[src/rtl/div_unit.sv]
// div_unit: multi-cycle signed integer divider using a restoring shift-subtract loop.
// A start pulse in IDLE latches the operand magnitudes. RUN then resolves one
// quotient bit per cycle, and DONE posts a one-cycle result_rdy pulse.
// Optional feature macro: DIV_REMAINDER_EN adds a signed remainder output port.
module div_unit #(
  parameter int unsigned WIDTH = 32
) (
  input  logic             clock,
  input  logic             resetn,
  input  logic             ctrl_div,
  input  logic [WIDTH-1:0] operandA,
  input  logic [WIDTH-1:0] operandB,
  output logic [WIDTH-1:0] result,
  output logic             exception,
  output logic             result_rdy,
  output logic             busy
`ifdef DIV_REMAINDER_EN
  ,
  output logic [WIDTH-1:0] remainder
`endif
);

  localparam int unsigned CNT_W = (WIDTH > 1) ? $clog2(WIDTH) : 1;
  localparam logic [CNT_W-1:0] LAST_ITER = CNT_W'(WIDTH - 1);
  localparam logic [WIDTH-1:0] MIN_NEG = {1'b1, {(WIDTH-1){1'b0}}};

  typedef enum logic [1:0] {
    S_IDLE = 2'd0,
    S_RUN  = 2'd1,
    S_DONE = 2'd2
  } state_t;

  typedef enum logic [1:0] {
    EXC_NONE = 2'd0,
    EXC_DIV0 = 2'd1,
    EXC_OVF  = 2'd2
  } exc_t;

  state_t           state;
  exc_t             exc_kind;
  logic [CNT_W-1:0] cnt;
  logic [WIDTH-1:0] divisor;
  logic [WIDTH-1:0] rem;
  logic [WIDTH-1:0] quo;
  logic             sign_q;

  logic [WIDTH-1:0] a_abs_c;
  logic [WIDTH-1:0] b_abs_c;
  logic [WIDTH:0]   shift_c;
  logic [WIDTH-1:0] diff_c;
  logic             fits_c;
  logic             accept_c;
  logic             div0_c;
  logic             ovf_c;

  // Operand magnitudes, the trial subtraction and the start qualifier.
  // rem is always below divisor (at most 2^(WIDTH-1)), so the W-bit register
  // never loses a bit. The W+1-bit shift path holds the bit shifted out for
  // the compare, and the difference always fits back into W bits.
  always_comb begin
    a_abs_c  = operandA[WIDTH-1] ? (-operandA) : operandA;
    b_abs_c  = operandB[WIDTH-1] ? (-operandB) : operandB;
    shift_c  = {rem, quo[WIDTH-1]};
    fits_c   = (shift_c >= {1'b0, divisor});
    diff_c   = shift_c[WIDTH-1:0] - divisor;
    accept_c = (state == S_IDLE) && !busy && ctrl_div;
    div0_c   = (operandB == '0);
    ovf_c    = (operandA == MIN_NEG) && (operandB == '1);
  end

  // Control FSM, datapath iteration and registered outputs.
  always_ff @(posedge clock or negedge resetn) begin
    if (!resetn) begin
      state      <= S_IDLE;
      exc_kind   <= EXC_NONE;
      cnt        <= '0;
      divisor    <= '0;
      rem        <= '0;
      quo        <= '0;
      sign_q     <= 1'b0;
      result     <= '0;
      exception  <= 1'b0;
      result_rdy <= 1'b0;
      busy       <= 1'b0;
    end else begin
      case (state)
        S_IDLE: begin
          if (busy) begin
            // Cycle following the result_rdy pulse: retire the op and ignore start.
            busy       <= 1'b0;
            result_rdy <= 1'b0;
          end else if (accept_c) begin
            busy    <= 1'b1;
            quo     <= a_abs_c;
            divisor <= b_abs_c;
            rem     <= '0;
            cnt     <= '0;
            sign_q  <= operandA[WIDTH-1] ^ operandB[WIDTH-1];
            if (div0_c) begin
              exc_kind <= EXC_DIV0;
              state    <= S_DONE;
            end else if (ovf_c) begin
              exc_kind <= EXC_OVF;
              state    <= S_DONE;
            end else begin
              exc_kind <= EXC_NONE;
              state    <= S_RUN;
            end
          end
        end
        S_RUN: begin
          rem <= fits_c ? diff_c : shift_c[WIDTH-1:0];
          quo <= {quo[WIDTH-2:0], fits_c};
          cnt <= cnt + CNT_W'(1);
          if (cnt == LAST_ITER) begin
            state <= S_DONE;
          end
        end
        S_DONE: begin
          result_rdy <= 1'b1;
          state      <= S_IDLE;
          case (exc_kind)
            EXC_DIV0: begin
              result    <= '0;
              exception <= 1'b1;
            end
            EXC_OVF: begin
              result    <= MIN_NEG;
              exception <= 1'b1;
            end
            default: begin
              result    <= sign_q ? (-quo) : quo;
              exception <= 1'b0;
            end
          endcase
        end
        default: begin
          state <= S_IDLE;
        end
      endcase
    end
  end

`ifdef DIV_REMAINDER_EN
  logic sign_r;

  // Remainder carries the dividend's sign and is zero for exceptional ops.
  always_ff @(posedge clock or negedge resetn) begin
    if (!resetn) begin
      sign_r    <= 1'b0;
      remainder <= '0;
    end else begin
      if (accept_c) begin
        sign_r <= operandA[WIDTH-1];
      end
      if (state == S_DONE) begin
        if (exc_kind == EXC_NONE) begin
          remainder <= sign_r ? (-rem) : rem;
        end else begin
          remainder <= '0;
        end
      end
    end
  end
`else
  // Remainder output and its sign fix-up are not built; the quotient path is unchanged.
`endif

endmodule

[config.mk]
export PLATFORM = sky130hd
export DESIGN_NAME = div_unit
export DESIGN_NICKNAME = d
export VERILOG_FILES = /design/src/rtl/div_unit.sv
export SDC_FILE = /design/constraint.sdc
export NUM_CORES = 1
export LEC_CHECK = 0
export ABC_AREA = 1
export BUFFER_PORTS_ARGS = -buffer_cell sky130_fd_sc_hd__buf_2
export CAP_MARGIN = 20
export CORE_ASPECT_RATIO = 0.5
export CORE_MARGIN = 8
export CORE_UTILIZATION = 47
export CTS_CLUSTER_SIZE = 12
export DETAILED_ROUTE_END_ITERATION = 6
export PLACE_DENSITY_LB_ADDON = 0.15
export RECOVER_POWER = 100
export SYNTH_ARGS = -nofsm -noshare
export SYNTH_HDL_FRONTEND = slang
export SYNTH_SLANG_ARGS = --single-unit
[constraint.sdc]
create_clock -name clock -period 4 [get_ports clock]
set_clock_uncertainty 0.05 [all_clocks]
set_input_delay 0.2 -clock clock [delete_from_list [all_inputs] [get_ports clock]]
set_output_delay 0.2 -clock clock [all_outputs]
set_load 0.1 [all_outputs]
==> impl_results.md <==
* Vias in the first global route at 10,800
* Crit path buffers/inverters at 3
* Total power at 12.5 mW
* Clock Latency Late Sink at 440 ps
* Number of enable flip-flop cells after synthesis at 0
* Setup Viol. Count Final at 0
* Pwr dens at 985 nW/um2
* H-tree depth at 4
* Launch point of the worst path: state[1]
* Register area at 3530 um2
* CP Launch Type: flop
* Row cnt at 40
* Top Family by Delay on Critical Path: buffers and inverters
* Grt ovf at 0
* DP HPWL at 26.9 mm
* Asr flop ratio synth at 100%
* RR Startpoint: state[1]
* Dpl cells at 2,163
* Routed via count at 11,400
* Multi-input logic area at 6680 um2
* Largest net degree at the start of global routing at 92
* CP endpoint kind: flop
* WL/cell at 15.8 um
* Clk pin slew, worst setup/hold paths at 60 ps
* FF-to-FF setup slack at 940 ps
* RePlAce Congestion at 0.961
* Maximum VDD drop at 0.569 mV
* Area grow syn2layout at 11.2%
* Synth area leaders: dfrtp_1, nand2_1, inv_1
* Worst setup margin at 939 ps
* Synth unique cells at 48
* Vias per cell at 5.19
* Final Max Tran Viols at 131
* Hold Path Stages at 4
* Top achievable clock speed at 0.327 GHz
* Initial Utilization at 47.7%
* Ant diodes at 0
* Crit path cell chain: nor2_1, nand3_2, clkbuf_1, inv_1, buf_4, o211ai_1, o21ai_0
* Die width at 236 um
* First-pass GRT wire length at 56.8 mm
* Endpoints failing hold at 0
* # port buffers at 101
* Root Buffer: clkbuf_16
* Critical path required time at 4250 ps
* Final core utilization at 53.0%
* Worst-margin pin slew at 2350 ps
* Failing checks: capacitance limit, slew limit
* Synth area leader: dfrtp_1
* Postcts setup bufs at 0
* Layout Nets at 1,975
* Inserted Clock Buffers at 17
* CTS tree: built
* RSZ-0062 raised after global routing: false
* Placement Cell Area at 12,200 um2
* Worst-path fanout max at 31
* Chip height at 126 um
* Fill cells at 2,461
* DRC violations left at 0
* Most common cell in the synthesized netlist: nand2_1
* Area of the mapped netlist at 11,400 um2
* Clock Tree Buf Depth at 2
* FF-to-FF path depth at 7
* Synthesized Nets at 1,896
* Antenna violations before repair at 0
* Kind of critical path: reg -> reg
* Worst r2r dst: divisor[1]
* Leak Pwr at 6.71 nW
* Routed Antenna Nets at 0
* Final TNS setup at 0 ps
* Non-Filler Instances at 2,196
* Worst relative slew slack at -56.9%
* Sequential share of the synthesized area at 30.9%
* Data arrival, critical path at 3310 ps
* Share of layout cells above drive strength 1 at 8.61%
* Syn avg cell area at 6.37 um2
* CTS resizes at 0
* Yosys top cell area share at 30.9%
* Number of max-cap violations at 2
* DR pass1 iterations at 6
* Worst hold path class: in -> reg
* Hold Crit Start: operandA[22]
* Place WS at 1410 ps
* First DRT Iteration DRCs at 1,001
* Period utilization at 76.5%
* Slowest-stage cell, CP: clkbuf_1
* Top_reg_cell synth: dfrtp_1
* Hold path endpoint: quo[22]
* Post-synth top cells: nand2_1, inv_1, nor2_1
* Total die area at 29,800 um2
* Synth Instances at 1,789
* Outcome: finished with violations
* CTS sink cnt at 141
* Yosys warnings at 0
* Tmin final at 3060 ps
* Largest stage delay, worst path at 810 ps
* Num ports at 102
* Number of synthesized register bits at 141
* CORE AREA at 23,900 um2
* WHS at 46.8 ps
* Gr usage total at 23.3%
* Detailed-route wire length at 34.7 mm
* Design area at 12,700 um2
## report_power, final
group / internal (mW) / switching [mW]
Clock: 0.939 / 0.646
Combinational: 2.39 / 5.91
Sequential: 2.09 / 0.513
## cells in the final DEF (no fill, tap or decap), types with 7 or more instances in the layout
master	instances
nand2_1	621
dfrtp_1	141
nor3_1	14
nand3_1	133
xor2_1	31
nand3b_1	29
nand3_2	11
clkbuf_1	39
a22oi_1	14
clkbuf_16	17
o211ai_1	11
buf_2	65
xnor2_1	19
a21oi_1	36
nor2_2	9
o21ai_0	117
inv_2	7
ha_1	39
nand2_2	15
nor2_4	7
nand4_1	30
nor2_1	154
inv_1	249
## cell type report
cell class	instances	area share, %
clock buffers	20	3.52
clock inverters	12	1.07
inverters	256	7.58
multi-input cells	1342	52.7
flip-flops and latches	141	27.8
well taps	315	3.11
repair buffers	110	4.23
## worst reg2reg max path, delay by kind of cell, from the launching register on
kind	cells	cell delay, ps
AOI/OAI and AO/OA	2	250
buffers and inverters	3	2030
DFF	1	400
and+or+nand+nor	2	200
## worst max path at each step
stage            endpoint  slack, ps  cells after the start
2_1_floorplan     quo[24]       1990                      7
3_3_place_gp      rem[31]       1420                     11
3_5_place_dp      rem[31]       1410                     11
4_1_cts           rem[21]       1390                     11
5_1_grt        divisor[1]        620                      7
6_report       divisor[1]        940                      7
## routing by layer
metal	global-route usage, %	wire length (um)	up-vias
met5	0	0	-
met4	5.14	486	0
met3	4.85	2050	36
met2	38.3	16100	302
met1	31.3	16100	5244
li1	-	-	5825
## repair_timing
action,in CTS,in global routing
hold buffers,1,0
hold endpoints to repair,90,0
setup endpoints to repair,0,0
## cells by family (layout without fill, tap and decap cells)
kind of cell	Yosys count	in the layout	share of synthesized area (%)
and+or+nand+nor	1044	1044	39.8
AOI/OAI and AO/OA	208	208	10.4
DFF	141	141	30.9
xor gates and xnor gates	50	50	3.84
buffers and inverters	306	398	10.5
adders and majority gates	40	40	4.46
## registers in the layout (all words and copies together) (netlist names)
| name | cells |
|---|---|
| exception | 1 |
| divisor | 32 |
| cnt | 5 |
| quo | 32 |
| sign_q | 1 |
| rem | 32 |
| state | 2 |
| exc_kind | 2 |
| result | 32 |
| busy | 1 |
| result_rdy | 1 |
(Power assumes the default switching activity.)
